[config.mk]
export PLATFORM = sky130hd
export DESIGN_NAME = td4_step_ctrl
export DESIGN_NICKNAME = d
export VERILOG_FILES = /design/src/rtl/td4_step_ctrl.sv
export SDC_FILE = /design/constraint.sdc
export NUM_CORES = 1
export LEC_CHECK = 0
export ABC_AREA = 0
export CAP_MARGIN = 20
export CORE_ASPECT_RATIO = 1.75
export CORE_MARGIN = 2
export CORE_UTILIZATION = 50
export CTS_CLUSTER_DIAMETER = 80
export DETAILED_ROUTE_END_ITERATION = 16
export HOLD_SLACK_MARGIN = 0.05
export PLACE_DENSITY = 0.82
export SYNTH_ARGS = -nofsm -noshare
export SYNTH_HDL_FRONTEND = slang
export SYNTH_SLANG_ARGS = --single-unit
[constraint.sdc]
create_clock -name clock -period 7 [get_ports clock]
set_input_delay 2.1 -clock clock [delete_from_list [all_inputs] [get_ports clock]]
set_output_delay 2.1 -clock clock [all_outputs]
set_load 0.02 [all_outputs]
[src/rtl/td4_step_ctrl.sv]
// Run/step controller for the TD4 core: issues the registered cpu_step enable for halt, divided free-run and single-step.
// Define TD4_BREAKPOINT_EN to build the PC breakpoint (SET_BP/CLR_BP, bp_hit).
module td4_step_ctrl #(
    parameter int DIV_W = 16
) (
    input  logic             clock,
    input  logic             reset_n,
    input  logic             cmd_valid,
    output logic             cmd_ready,
    input  logic [2:0]       cmd_op,
    input  logic [DIV_W-1:0] cmd_arg,
    input  logic [3:0]       pc_in,
    output logic             cpu_step,
    output logic [1:0]       state,
    output logic             bp_hit,
    output logic [15:0]      step_count
);

    localparam logic [1:0] ST_HALT = 2'b00;
    localparam logic [1:0] ST_RUN  = 2'b01;
    localparam logic [1:0] ST_STEP = 2'b10;

    localparam logic [2:0] OP_HALT    = 3'b000;
    localparam logic [2:0] OP_RUN     = 3'b001;
    localparam logic [2:0] OP_STEP    = 3'b010;
    localparam logic [2:0] OP_SET_DIV = 3'b011;
`ifdef TD4_BREAKPOINT_EN
    localparam logic [2:0] OP_SET_BP  = 3'b100;
    localparam logic [2:0] OP_CLR_BP  = 3'b101;
`endif

    logic [1:0]       state_reg, state_next;
    logic [DIV_W-1:0] div_reg, div_reg_next;
    logic [DIV_W-1:0] div_cnt_reg, div_cnt_next;
    logic             first_pulse_reg, first_pulse_next;
    logic             cpu_step_reg, cpu_step_next;
    logic [15:0]      step_count_reg, step_count_next;
    logic             cmd_acc;
    logic             bp_match;

`ifdef TD4_BREAKPOINT_EN
    logic [3:0] bp_addr_reg, bp_addr_next;
    logic       bp_arm_reg, bp_arm_next;
    logic       bp_hit_reg, bp_hit_next;

    // first_pulse lets a RUN resumed at the breakpoint PC execute that instruction
    assign bp_match = bp_arm_reg && (pc_in == bp_addr_reg) && !first_pulse_reg;
`else
    logic unused_bp;

    assign bp_match  = 1'b0;
    assign unused_bp = ^{pc_in, first_pulse_reg};
`endif

    assign cmd_acc = cmd_valid && cmd_ready;

    always_ff @(posedge clock or negedge reset_n) begin
        if (!reset_n) begin
            state_reg       <= ST_HALT;
            div_reg         <= '0;
            div_cnt_reg     <= '0;
            first_pulse_reg <= 1'b0;
            cpu_step_reg    <= 1'b0;
            step_count_reg  <= 16'h0000;
`ifdef TD4_BREAKPOINT_EN
            bp_addr_reg     <= 4'h0;
            bp_arm_reg      <= 1'b0;
            bp_hit_reg      <= 1'b0;
`endif
        end else begin
            state_reg       <= state_next;
            div_reg         <= div_reg_next;
            div_cnt_reg     <= div_cnt_next;
            first_pulse_reg <= first_pulse_next;
            cpu_step_reg    <= cpu_step_next;
            step_count_reg  <= step_count_next;
`ifdef TD4_BREAKPOINT_EN
            bp_addr_reg     <= bp_addr_next;
            bp_arm_reg      <= bp_arm_next;
            bp_hit_reg      <= bp_hit_next;
`endif
        end
    end

    always_comb begin
        state_next       = state_reg;
        div_reg_next     = div_reg;
        div_cnt_next     = div_cnt_reg;
        first_pulse_next = first_pulse_reg;
        cpu_step_next    = 1'b0;
`ifdef TD4_BREAKPOINT_EN
        bp_addr_next     = bp_addr_reg;
        bp_arm_next      = bp_arm_reg;
        bp_hit_next      = bp_hit_reg;
`endif
        // An accepted command always wins over a due RUN pulse
        if (cmd_acc) begin
            case (cmd_op)
                OP_HALT: state_next = ST_HALT;
                OP_RUN: begin
                    div_cnt_next = '0;
                    if (state_reg != ST_RUN) begin
                        state_next       = ST_RUN;
                        first_pulse_next = 1'b1;
`ifdef TD4_BREAKPOINT_EN
                        bp_hit_next      = 1'b0;
`endif
                    end
                end
                OP_STEP: state_next = ST_STEP;
                OP_SET_DIV: begin
                    div_reg_next = cmd_arg;
                    div_cnt_next = '0;
                end
`ifdef TD4_BREAKPOINT_EN
                OP_SET_BP: begin
                    bp_addr_next = cmd_arg[3:0];
                    bp_arm_next  = 1'b1;
                end
                OP_CLR_BP: bp_arm_next = 1'b0;
`endif
                default: ;
            endcase
        end else if (state_reg == ST_STEP) begin
            cpu_step_next = 1'b1;
            state_next    = ST_HALT;
        end else if (state_reg == ST_RUN) begin
            if (div_cnt_reg == div_reg) begin
                div_cnt_next = '0;
                if (bp_match) begin
                    state_next  = ST_HALT;
`ifdef TD4_BREAKPOINT_EN
                    bp_hit_next = 1'b1;
`endif
                end else begin
                    cpu_step_next    = 1'b1;
                    first_pulse_next = 1'b0;
                end
            end else begin
                div_cnt_next = div_cnt_reg + {{(DIV_W-1){1'b0}}, 1'b1};
            end
        end
        step_count_next = step_count_reg + {15'd0, cpu_step_next};
    end

    always_comb begin
        cmd_ready  = (state_reg != ST_STEP);
        state      = state_reg;
        cpu_step   = cpu_step_reg;
        step_count = step_count_reg;
`ifdef TD4_BREAKPOINT_EN
        bp_hit     = bp_hit_reg;
`else
        bp_hit     = 1'b0;
`endif
    end

endmodule

======== Yosys cells after proc, flatten, opt, wreduce, memory -nomap -nowiden ========
Index checks and enable logic that the tools add are counted.
operators by class
  muxes and demuxes ....................... 13
  eq/ne operators ......................... 12
  reductions and logical operators ........ 8
  add/sub/neg operators ................... 2
operators with widths
  kind                   number
  $mux 16                5
  $add 16x1->16          1
  $add 16x1->16 const B  1
  $eq 16x16->1           1
  $eq 3x2->1 const B     2
  $mux 2                 3
  $ne 2x2->1 const B     3
  $pmux 2 s3             1
  $reduce_and 3->1       2
  $mux 1                 4
  $ne 4x1->1 const B     1
  $reduce_bool 2->1      2
  $eq 3x1->1 const B     1
  $logic_not 3->1        1
  $ne 3x3->1 const B     1
  $eq 2x1->1 const B     1
  $eq 2x2->1 const B     1
  $ne 2x1->1 const B     1
  $reduce_and 2->1       1
  $reduce_or 2->1        1
  $logic_and 1x1->1      1
storage, ports and cells
  register bits ........................... 51
  bits of input ports ..................... 26
  word-level logic and storage cells ...... 40

======== Longest topological paths before layout ========
  depth in word-level cells ............... 6
  depth in mapped cells ................... 13

======== Worst setup path before layout ========
OpenSTA, ideal clock, no wires.
  kind .................................... input port to flip-flop
  from .................................... input port cmd_valid
  to ...................................... register step_count_reg[12] (netlist: step_count[12])
  data required time ...................... 6.870 ns
  stages .................................. 10
  arrival time ............................ 3.774 ns
  buffers on the path ..................... 1
  path slack .............................. 3.096 ns
  path through ............................ nor3b_1 clkbuf_1 inv_1 o21ai_0 ha_1 ha_1 nand4_1 nor2_1 nand2_1 xnor2_1
between the ends
  cells in the longest elaborated chain, start to end .. 3
RTL lines
  what                     line  RTL
  start, declared          8     input logic cmd_valid,
  $logic_and 1x1->1        55    assign cmd_acc = cmd_valid && cmd_ready;
  $mux 1                   97    if (cmd_acc) begin
  net cpu_step_next        36    logic cpu_step_reg, cpu_step_next;
  $add 16x1->16            143   step_count_next = step_count_reg + {15'd0, cpu_step_next};
  net step_count_next[12]  37    logic [15:0] step_count_reg, step_count_next;
  end signal, assigned     76    step_count_reg <= step_count_next;
  end, declared            37
The timed path passes the listed nets, and every way through them passes these cells.
A chain may end at the register's enable or synchronous reset.

======== Worst setup path after layout ========
  from .................................... input port cmd_valid
  to ...................................... register step_count_reg[14] (netlist: step_count[14])
Same word-level chain as after synthesis.

==> impl_metrics.json <==
{
  "outcome": "finished, final reports clean",
  "dieArea_sq_um": 5670,
  "fin_tns_setup_ns": 0,
  "cap_violations": 0,
  "rsz0062_at_grt": "no",
  "yosys_most_used_dff": "dfrtp_1",
  "ios": 47,
  "critPathMaxFanout": 12,
  "start_kind": "input pin",
  "cp.required_ns": 7.19,
  "gp_congestion": 0.801,
  "dp_hpwl_mm": 3.82,
  "cts_tree": "yes",
  "cts_sinks": 51,
  "synth-async-reset-ratio": 1.00,
  "hold_path_class": "flip-flop to flip-flop",
  "synth.cell_area_sq_um": 2530,
  "peakVddDrop_mv": 0.198,
  "synth.top_cell.area_share": 0.504,
  "yosysSeqAreaShare": 0.504,
  "path_common_cell": "ha_1",
  "routed_wl_mm": 5.23,
  "hold_violations": 0,
  "ctsResizeCount": 0,
  "grt_pass1_vias": 1864,
  "endpoint_kind": "flip-flop",
  "holdBufCountCts": 0,
  "layout_min_cycle_time_ns": 4.33,
  "post_cts_buffers": 0,
  "hold_slack_ns": 0.482,
  "yosysWarnings": 0,
  "synth_seq_cells": 51,
  "grtUsageTotal": 0.192,
  "dpl.cell_count": 314,
  "overflow": 0,
  "dr.first_iter.drc_count": 55,
  "p_leak_nw": 1.28,
  "row_count": 34,
  "critPathMaxStageDelay_ns": 0.48,
  "syn-num-nets": 256,
  "cts_root_buffer": "clkbuf_8",
  "clock_latency_ns": 0.31,
  "start_util": 0.513,
  "clock_skew_ns": 0.00798,
  "layout.cells.non_filler": 322,
  "synth.most_common_cell": "dfrtp_1",
  "syn2layout_area_growth_pct": 19.5,
  "cts.reportedPaths.clkPinSlew_ns": 0.09,
  "synthTopCellsByCount": "dfrtp_1 (51), nand2_1 (21), xor2_1 (20)",
  "synth_cells": 227,
  "antenna_found_initial": 0,
  "routedWlPerCell_um": 16.2,
  "die_h_um": 98.1,
  "firstDrtPassIters": 4,
  "crit_path_top_delay_cell": "clkdlybuf4s50_1",
  "die_w_um": 57.8,
  "p_per_area_nw_per_um2": 240,
  "nFillCells": 389,
  "postRouteAntennaNets": 0,
  "critical_path_arrival_ns": 4.52,
  "fin_nets": 296,
  "syn_avg_cell_area_sq_um": 11.2,
  "yosysTopAreaCell": "dfrtp_1",
  "relSlewSlack": 0.438,
  "fp.coreArea_sq_um": 4930,
  "hold_depth": 1,
  "drc": 0,
  "multiInputGateArea_sq_um": 1160,
  "clockBufferDepth": 2,
  "htreeDepth": 2,
  "grt_pass1_wl_mm": 8.55,
  "dr_total_vias": 1873,
  "grt_max_degree": 52,
  "synth_edf_count": 0,
  "period_share": 0.619,
  "cp_cell_sequence": "clkdlybuf4s50_1 -> nor3b_1 -> buf_4 -> inv_1 -> o21ai_0 -> ha_1 -> ha_1 -> nand4_1 -> nor2_1 -> nand2_1 -> xnor2_1",
  "vias_per_cell": 5.82,
  "diodes": 0,
  "portBuffers": 41,
  "worstRegToRegCells": 10,
  "synth_area_leaders": "dfrtp_1 (50%), mux2_2 (7.1%), xor2_1 (6.9%), nand4_1 (3.5%), nand3_1 (3.4%)",
  "cts_buffers": 5,
  "maxSlewViolCount": 0,
  "crit_type": "input pin to flip-flop",
  "setup_viol": 0,
  "drive_gt1_frac": 0.123,
  "seqCellArea_sq_um": 1280,
  "ys_types": 41,
  "worstMarginPinSlew_ns": 0.841,
  "max_freq_mhz": 231
}
critical path: cells and delay by family:
family	cells	cell delay [ns]
buffers and inverters	3	0.76
AND/OR/NAND/NOR	4	0.69
adder cells (fa/ha/maj)	2	0.56
XOR/XNOR	1	0.13
AO/OA/AOI/OAI	1	0.27
worst paths after layout:
check,from,to,slack [ns]
setup / recovery,cmd_valid,step_count[14],2.67
setup reg to reg,div_cnt_reg[7],step_count[14],3.36
hold / removal,step_count[15],step_count[15],0.48
hold reg to reg,step_count[15],step_count[15],0.48
min in group asynchronous,reset_n,step_count[4],1.89
max in group asynchronous,reset_n,step_count[15],4.68
logic make-up after synthesis:
kind of cell    synth area share
mux                       0.0751
other cells              0.00148
simple gates               0.176
compound gates            0.0825
fa+ha+maj                 0.0148
buf+inv                   0.0390
flops                      0.504
xor+xnor                   0.107
final cells by class:
cell class / count / area share
clock inverter: 1 / 0.00165
sequential: 51 / 0.422
timing repair buffer: 43 / 0.139
tap: 54 / 0.0223
multi-input combinational: 160 / 0.383
clock buffer: 7 / 0.0252
inverter: 6 / 0.00744
metal layers:
metal | vias to the layer above | global-route usage | share of wire
li1 | 895 | - | -
met1 | 932 | 0.212 | 0.39
met2 | 39 | 0.359 | 0.57
met3 | 7 | 0.0344 | 0.033
met4 | 0 | 0.0590 | 0.013
met5 | - | 0 | 0
report_power, final:
group	switching [mW]	total [mW]	leakage, nW	internal, mW
clock	0.0973	0.168	0.0422	0.0705
sequential	0.0532	0.394	0.668	0.341
combinational	0.0790	0.165	0.573	0.0862
placed cells by master, fill, tap and decap left out, types with 4 or more instances in the layout:
master           instances
and3_1                   4
o311ai_0                 7
mux2_2                  16
a31oi_1                  5
nand4_1                 14
nor2_1                   7
nand2_1                 21
xnor2_1                  9
o21ai_0                  5
clkdlybuf4s50_1         40
xor2_1                  20
inv_1                    6
nand3_1                 17
dfrtp_1                 51
clkbuf_8                 5
metrics by stage:
stage / instance area, sq um / setup WS [ns] / utilization / power (mW)
global route: 3030 / 2.49 / 0.613 / 0.757
CTS: 3030 / 2.67 / 0.613 / 0.730
detailed placement: 2940 / 2.34 / 0.597 / 0.566
floorplan: 2530 / 3.10 / - / 0.495
finish: 3030 / 2.67 / 0.613 / 0.727
global placement: 2940 / 2.43 / 0.597 / 0.560
Note: power is estimated with default switching activity, not from simulation.
